`src/rtl/wb_pkg.sv`:
```
// Shared types and constants for the register-file writeback sequencer.
// Latency: n/a (package only).
// Backpressure: n/a (package only).
//
// Holds the default widths, the $zero register number, the default-width
// writeback entry type and the occupancy-counter width helper.
package wb_pkg;

    localparam int ADDR_W_DEF = 5;
    localparam int DATA_W_DEF = 32;

    // Register 0 is hardwired to zero and must never be written.
    localparam int REG_ZERO = 0;

    typedef struct packed {
        logic [ADDR_W_DEF-1:0] num;
        logic [DATA_W_DEF-1:0] data;
    } wb_entry_t;

    // Occupancy counter must represent 0..depth inclusive.
    function automatic int cnt_w(input int depth);
        return $clog2(depth + 1);
    endfunction

endpackage

```
`src/rtl/wb_fifo.sv`:
```
// In-order circular buffer of pending register writes with a youngest-match search.
// Latency: push visible at head one edge later; search/head/flags combinational.
// Backpressure: none internally; caller must not push when full or pop when empty.
//
// Ports: clk/reset (sync, active-high); push + push_num/push_data; pop;
// head_num/head_data (oldest entry); full/empty/count; srch_num in,
// srch_hit/srch_data out (youngest valid entry whose num equals srch_num).
module wb_fifo
    import wb_pkg::*;
#(
    parameter int DEPTH  = 4,
    parameter int ADDR_W = ADDR_W_DEF,
    parameter int DATA_W = DATA_W_DEF
) (
    input  logic                       clk,
    input  logic                       reset,
    input  logic                       push,
    input  logic [ADDR_W-1:0]          push_num,
    input  logic [DATA_W-1:0]          push_data,
    input  logic                       pop,
    output logic [ADDR_W-1:0]          head_num,
    output logic [DATA_W-1:0]          head_data,
    output logic                       full,
    output logic                       empty,
    output logic [cnt_w(DEPTH)-1:0]    count,
    input  logic [ADDR_W-1:0]          srch_num,
    output logic                       srch_hit,
    output logic [DATA_W-1:0]          srch_data
);

    localparam int PTR_W = $clog2(DEPTH);
    localparam int CNT_W = cnt_w(DEPTH);

    logic [ADDR_W-1:0] num_q  [DEPTH];
    logic [DATA_W-1:0] data_q [DEPTH];
    logic [PTR_W-1:0]  wr_ptr;
    logic [PTR_W-1:0]  rd_ptr;
    logic [PTR_W-1:0]  idx;

    // DEPTH is a power of two, so pointers wrap by natural overflow.
    always_ff @(posedge clk) begin
        if (reset) begin
            wr_ptr <= '0;
            rd_ptr <= '0;
            count  <= '0;
        end else begin
            if (push) wr_ptr <= wr_ptr + PTR_W'(1);
            if (pop)  rd_ptr <= rd_ptr + PTR_W'(1);
            case ({push, pop})
                2'b10:   count <= count + CNT_W'(1);
                2'b01:   count <= count - CNT_W'(1);
                default: count <= count;
            endcase
        end
    end

    // Storage needs no reset: only entries covered by count are ever read.
    always_ff @(posedge clk) begin
        if (push) begin
            num_q[wr_ptr]  <= push_num;
            data_q[wr_ptr] <= push_data;
        end
    end

    assign head_num  = num_q[rd_ptr];
    assign head_data = data_q[rd_ptr];
    assign full      = (count == CNT_W'(DEPTH));
    assign empty     = (count == '0);

    // Walk entries oldest to youngest; a later match overrides an earlier
    // one, so the result is the youngest pending value.
    always_comb begin
        srch_hit  = 1'b0;
        srch_data = '0;
        idx       = '0;
        for (int i = 0; i < DEPTH; i++) begin
            idx = rd_ptr + PTR_W'(i);
            if ((CNT_W'(i) < count) && (num_q[idx] == srch_num)) begin
                srch_hit  = 1'b1;
                srch_data = data_q[idx];
            end
        end
    end

endmodule

```
`src/rtl/wb_write_sequencer.sv`:
```
// Merges ALU and load writeback results into the single register-file write port.
// Latency: accepted at edge N -> reg_wr_en high N+1..N+2 (empty FIFO, no hold).
// Backpressure: both sources stall when the FIFO is full; src1 has fixed priority over src0.
//
// Ports: clk/reset (sync, active-high); src0_*/src1_* valid/ready producers;
// wb_hold freezes draining; reg_wr_en/num/data registered write port;
// fwd_num query -> fwd_hit/fwd_data youngest pending value; pending_cnt occupancy.
module wb_write_sequencer
    import wb_pkg::*;
#(
    parameter int DEPTH  = 4,
    parameter int DATA_W = DATA_W_DEF,
    parameter int ADDR_W = ADDR_W_DEF
) (
    input  logic                     clk,
    input  logic                     reset,
    input  logic                     src0_valid,
    output logic                     src0_ready,
    input  logic [ADDR_W-1:0]        src0_num,
    input  logic [DATA_W-1:0]        src0_data,
    input  logic                     src1_valid,
    output logic                     src1_ready,
    input  logic [ADDR_W-1:0]        src1_num,
    input  logic [DATA_W-1:0]        src1_data,
    input  logic                     wb_hold,
    output logic                     reg_wr_en,
    output logic [ADDR_W-1:0]        reg_wr_num,
    output logic [DATA_W-1:0]        reg_wr_data,
    input  logic [ADDR_W-1:0]        fwd_num,
    output logic                     fwd_hit,
    output logic [DATA_W-1:0]        fwd_data,
    output logic [cnt_w(DEPTH)-1:0]  pending_cnt
);

    logic              full;
    logic              empty;
    logic              acc0;
    logic              acc1;
    logic              push;
    logic              pop;
    logic [ADDR_W-1:0] in_num;
    logic [DATA_W-1:0] in_data;
    logic [ADDR_W-1:0] head_num;
    logic [DATA_W-1:0] head_data;
    logic              q_hit;
    logic [DATA_W-1:0] q_data;

    // Ready depends on full only: a pop in the same cycle does not open a
    // slot early, which keeps ready off the drain path.
    assign src1_ready = !full;
    assign src0_ready = !full && !src1_valid;

    assign acc1    = src1_valid && src1_ready;
    assign acc0    = src0_valid && src0_ready;
    assign in_num  = acc1 ? src1_num  : src0_num;
    assign in_data = acc1 ? src1_data : src0_data;

    // Writes to $zero complete the handshake but are dropped here.
    assign push = (acc0 || acc1) && (in_num != ADDR_W'(REG_ZERO));
    assign pop  = !wb_hold && !empty;

    wb_fifo #(
        .DEPTH  (DEPTH),
        .ADDR_W (ADDR_W),
        .DATA_W (DATA_W)
    ) u_fifo (
        .clk       (clk),
        .reset     (reset),
        .push      (push),
        .push_num  (in_num),
        .push_data (in_data),
        .pop       (pop),
        .head_num  (head_num),
        .head_data (head_data),
        .full      (full),
        .empty     (empty),
        .count     (pending_cnt),
        .srch_num  (fwd_num),
        .srch_hit  (q_hit),
        .srch_data (q_data)
    );

    // Output stage: num/data hold their last value when no write issues.
    always_ff @(posedge clk) begin
        if (reset) begin
            reg_wr_en   <= 1'b0;
            reg_wr_num  <= '0;
            reg_wr_data <= '0;
        end else begin
            reg_wr_en <= pop;
            if (pop) begin
                reg_wr_num  <= head_num;
                reg_wr_data <= head_data;
            end
        end
    end

    // Anything still in the FIFO is younger than the output stage, so a
    // FIFO match wins; the output stage only counts while it is writing.
    always_comb begin
        fwd_hit  = 1'b0;
        fwd_data = '0;
        if (fwd_num != ADDR_W'(REG_ZERO)) begin
            if (q_hit) begin
                fwd_hit  = 1'b1;
                fwd_data = q_data;
            end else if (reg_wr_en && (reg_wr_num == fwd_num)) begin
                fwd_hit  = 1'b1;
                fwd_data = reg_wr_data;
            end
        end
    end

endmodule

```
`config.mk`:
```
export PLATFORM = sky130hd
export DESIGN_NAME = wb_write_sequencer
export DESIGN_NICKNAME = d
export VERILOG_FILES = /design/src/rtl/wb_pkg.sv /design/src/rtl/wb_fifo.sv /design/src/rtl/wb_write_sequencer.sv
export SDC_FILE = /design/constraint.sdc
export NUM_CORES = 1
export LEC_CHECK = 0
export CAP_MARGIN = 20
export CORE_ASPECT_RATIO = 1.25
export CORE_MARGIN = 2
export CORE_UTILIZATION = 43
export CTS_BUF_LIST = sky130_fd_sc_hd__clkbuf_2
export DETAILED_ROUTE_END_ITERATION = 6
export SLEW_MARGIN = 30
export SYNTH_ARGS = -nofsm -noshare
export SYNTH_HDL_FRONTEND = slang
export SYNTH_SLANG_ARGS = --single-unit
```
`constraint.sdc`:
```
create_clock -name clk -period 12.81 [get_ports clk]
set_input_delay 3.843 -clock clk [delete_from_list [all_inputs] [get_ports clk]]
set_output_delay 3.843 -clock clk [all_outputs]
set_load 0.01 [all_outputs]
```
After elaboration in Yosys (flattened, before gate mapping)
Memories as Yosys holds them, arrays and structs flattened. A register that Yosys moved wholly into a read port is not among the register bits.
Index checks and enable logic that the tools add are counted.
Operators by class
  order comparisons: 4
  $add $sub $neg: 6
  $mul: 0
  divide/modulo/power cells: 0
  muxes and demuxes: 23
  equal/unequal tests: 8
  shift operators: 0
  bitwise logic cells: 0
  reduce and logical (&&, ||, !) cells: 19
Operators with widths (count)
  32-bit 2-to-1 mux: 8
  5-bit == test: 5
  1-bit logical AND: 10
  5-bit nonzero test: 2
  1-bit 2-to-1 mux: 9
  2-bit 2-to-1 mux: 4
  1-bit by 3-bit < comparator with 1-bit output (first input constant): 2
  2-bit by 3-bit < comparator with 1-bit output (first input constant): 2
  3-bit case mux with 2 select lines: 1
  5-bit 2-to-1 mux: 1
  2-bit by 1-bit adder with 2-bit output (second input constant): 2
  2-bit adder (second input constant): 2
  1-bit zero test: 4
  3-bit by 1-bit adder with 3-bit output (second input constant): 1
  3-bit == test (second input constant): 1
  3-bit zero test: 1
  3-bit by 1-bit subtractor with 3-bit output (second input constant): 1
  2-bit by 1-bit == test with 1-bit output (second input constant): 1
  2-bit == test (second input constant): 1
  2-bit nonzero test: 1
  1-bit logical OR: 1
Storage, ports and cells
  logic and storage cells: 68
  latch bits: 0
  memory bits (writable): 148
  flip-flop bits (word level): 45
  ROM bits: 0
  memories kept: 2
Memories
  u_fifo.data_q: words 4, bits a word 32, read ports 4, clocked after memory_dff 1, write ports 1, line wb_fifo.sv:35  | logic [DATA_W-1:0] data_q [DEPTH];
  u_fifo.num_q: words 4, bits a word 5, read ports 4, clocked after memory_dff 1, write ports 1, line wb_fifo.sv:34  | logic [ADDR_W-1:0] num_q [DEPTH];

Depth between registers and ports, before layout
An unclocked memory read counts as a cell.
  depth in word-level cells: 9
  depth in mapped cells: 13
  gate-level depth less buffers: 12

Cells and area by module
A second synthesis with hierarchy kept.
Second synthesis, totals
  cells, all modules: 887
  area, all modules: 12167.9 um^2
By module, submodules not included
  wb_fifo: area an instance 9733.1 um^2, cells each 589, instances 1, sequential area each 4624.4 um^2
  wb_write_sequencer: area an instance 2434.8 um^2, cells each 298, instances 1, sequential area each 760.7 um^2

Least setup slack after synthesis
Ideal clock, no wire load.
  kind: input to output
  start point: in fwd_num[3]
  end point: out fwd_data[12]
  arrival: 5.922 ns
  required time: 8.967 ns
  path buffers: 4
  cell stages on the path: 10
  setup slack: 3.045 ns
  path through: buf_2 -> nor2b_1 -> mux2_2 -> o2111ai_1 -> a21o_1 -> buf_2 -> clkbuf_1 -> clkbuf_1 -> a31oi_1 -> o311ai_2
Between the ends
  cells in the longest elaborated chain, start to end: 8
  elaborated cells between the ends (all ways): 22
  those cells by class: eq/ne (5); mux (11); reduce/logical (6)
Ends and longest elaborated chain
  from (decl): line wb_write_sequencer.sv:29  | input logic [ADDR_W-1:0] fwd_num,
  5-bit == test: line wb_fifo.sv:78  | if ((CNT_W'(i) < count) && (num_q[idx] == srch_num)) begin
  1-bit logical AND: line wb_fifo.sv:78
  32-bit 2-to-1 mux or 1-bit 2-to-1 mux (tied branches) (4 in a row): line wb_fifo.sv:78
  32-bit 2-to-1 mux: line wb_write_sequencer.sv:104  | if (q_hit) begin
  32-bit 2-to-1 mux (*): line wb_write_sequencer.sv:103  | if (fwd_num != ADDR_W'(REG_ZERO)) begin
  to (decl): line wb_write_sequencer.sv:31  | output logic [DATA_W-1:0] fwd_data,
Every way passes the cells marked *; elsewhere a longest branch is shown, timed or not.

Worst setup path after layout
  start point: in fwd_num[3]
  end point: out fwd_data[30]
Same word-level chain as after synthesis.

==> results.tsv <==
stage	metric	value	unit
timing	slew_violations	0	
yosys	netlist_area	11900	sq um
timing	setup_viol	0	
flow_run	maxCapViolations	0	
clock_tree	ctsHoldBuffers	0	
critical_path	path_buf_inv	4	
critical_path	reg2reg_depth	9	
power	power_leakage	4.35	nW
clock_tree	tritoncts	done	
yosys	avgSynthCellArea	12.1	sq um
timing	max_freq	84.5	MHz
global_routing	grt_pass1_wl	51.7	mm
critical_path	cp_data_arrival_time	7.99	ns
critical_path	start_kind	primary input	
finish	area_growth	17.2	%
power	finalPower	2.26	mW
status	status	finished clean	
floorplan	core_area	27400	sq um
critical_path	critPathKind	primary input to output port	
critical_path	cp_num_cells	11	
floorplan	die_h	190	um
timing	finalCriticalPeriod	11.83	ns
critical_path	end_kind	output port	
global_routing	grt_pass1_vias	8982	
floorplan	rows	68	
place	place_congestion	0.811	
detailed_routing	num_vias	8963	
clock_tree	clock_latency	0.82	ns
floorplan	ios	160	
finish	drive_gt1_share	21.5	%
yosys	async_reset_ff_share	0	%
global_routing	grt_usage	23.1	%
clock_tree	clock_sinks	195	
clock_tree	cts_setup_buffers	0	
critical_path	cp.required	8.97	ns
detailed_routing	firstDrtPassIters	6	
finish	fin_cells	1451	
global_routing	grt_max_degree	73	
timing	setup_slack	0.979	ns
finish	final_cell_mix	clkdlybuf4s50_1 (158), edfxtp_1 (148), nand2_1 (104), mux4_2 (75), nor2_1 (65)	
timing	finClkSkew	0.0489	ns
detailed_routing	wl	33.7	mm
clock_tree	cts_resized	0	
min_path	holdPathStages	2	
timing	worst_pin_slew	0.993	ns
floorplan	floorplan.initialDensity	43.4	%
detailed_routing	ant_nets	0	
yosys	ys_seq_elements	195	
power	peakVddDrop	0.0918	mV
critical_path	crit_chain	clkdlybuf4s50_1 -> nor2b_1 -> mux2_2 -> o2111ai_1 -> buf_4 -> a21o_2 -> buf_4 -> and4_4 -> a21oi_1 -> a221oi_1 -> clkdlybuf4s50_1	
yosys	synth_seq_area_share	45.3	%
timing	grt_setup_unrepaired	false	
finish	final_nets	1180	
place	dp_hpwl	20.4	mm
yosys	synth_edf_count	148	
floorplan	die_w	153	um
yosys	synth_cells	979	
detailed_routing	post-route-drc-count	0	
finish	final_common_cell	clkdlybuf4s50_1	
clock_tree	htree_levels	4	
clock_tree	cts_buffer_depth	2	
clock_tree	cts_root_buf	clkbuf_2	
min_path	hp-class	flip-flop to flip-flop	
timing	hold_ws	0.491	ns
timing	post-route-period-util	92.4	%
yosys	ys_types	45	
place	io_buffers	159	
timing	slew_headroom	33.6	%
yosys	synth_ff_type	edfxtp_1	
clock_tree	numCtsBuffers	17	
timing	finalHoldViolations	0	
place	dp_slack	1.06	ns
floorplan	fp.dieArea	29000	sq um
global_routing	antenna_found_initial	1	
place	dp_cells	1417	
global_routing	grt_overflow	0	
clock_tree	path_clk_slew	0.29	ns
detailed_routing	drt_iter0_markers	705	
critical_path	path_max_fanout	34	
yosys	syn_nets	1072	
timing	tns	0	ns
detailed_routing	vias_per_cell	6.18	
detailed_routing	wl_per_cell	23.2	um
critical_path	crit_slowest_cell	and4_4	
critical_path	cpPeakStageDelay	0.64	ns
yosys	yosysWarnings	0	
critical_path	cp_top_family	buffers and inverters	
power	p_per_area	163	nW/um^2
[final timing paths]
| check | start | slack [ns] | to |
|---|---|---|---|
| worst max-delay path | fwd_num[3] | 0.98 | fwd_data[30] |
| worst min register to register | reg_wr_data[10] | 0.49 | reg_wr_data[10] |
| worst max register to register | u_fifo.count[0] | 9.25 | u_fifo.data_q[1][24] |
| worst min-delay path | reg_wr_data[10] | 0.49 | reg_wr_data[10] |
[cells by family after synthesis]
group,after synthesis,share of synthesized area (%)
muxes,194,24.9
buffers and inverters,120,4.52
DFF,195,45.3
and+or+nand+nor,224,8.16
adders and majority gates,9,0.948
AOI/OAI and AO/OA,205,13.8
xor gates and xnor gates,32,2.36
[Yosys cell counts, types with 8 or more instances]
cell      number  area share (%)
mux2_2        59             5.6
clkbuf_1      51             1.6
buf_1         11            0.35
a211oi_1      22             1.4
edfxtp_1     148              37
xnor2_1       10            0.74
ha_1           9            0.95
a21oi_1       46             1.9
xor2_1        22             1.6
a311o_1       20             1.7
a32oi_1       19             1.4
o22ai_1       19             1.0
o311ai_2      12             1.6
nand4_1       14            0.74
o22a_1        12            0.88
buf_6          8            0.76
a31oi_1       12            0.63
nor2_1        66             2.1
dfxtp_1       47             7.9
inv_1         27            0.85
buf_2         21            0.88
mux2i_1       60             5.1
o21ai_0       16            0.67
mux4_2        75              14
nand2_1      104             3.3
nand3_1       18            0.76
a211oi_2      18             1.9
[metrics by stage]
stage	utilization [%]	area, sq um
after floorplan	-	11900
after global placement	49.9	13700
after detailed placement	49.9	13700
after CTS	50.7	13900
after global routing	50.8	13900
final	50.8	13900
[per-layer routing]
layer  part of all wire, %  vias to the layer above  global-route usage, %
li1                      -                     4032                      -
met1                    41                     4515                   29.1
met2                    50                      363                   40.2
met3                   6.5                       53                   4.05
met4                   2.1                        0                   7.91
met5                     0                        -                      0
[flip-flops by register name, indices dropped and copies added, names as in the netlist, named ones only]
register       cells
reg_wr_data       32
reg_wr_en          1
reg_wr_num         5
u_fifo.count       3
u_fifo.data_q    128
u_fifo.num_q      20
u_fifo.rd_ptr      2
u_fifo.wr_ptr      2
[report_power, final]
group	internal, mW	switching [mW]
combinational	0.466	0.535
sequential	0.830	0.126
clock	0.0924	0.215
[worst min-delay path: cells and delay by family, from the launching register on]
family / cells / cell delay (ns)
compound gates: 1 / 0.05
flops: 1 / 0.39
simple gates: 1 / 0.05
[final cells by class]
class / count / area (sq um)
fill: 2458 / 13500
clock buffer: 20 / 100
clock inverter: 12 / 130
tap: 350 / 438
inverter: 29 / 109
timing repair buffer: 180 / 1760
antenna: 1 / 2.50
multi-input combinational: 664 / 5990
sequential: 195 / 5400
Note: power is estimated with default switching activity, not from simulation.
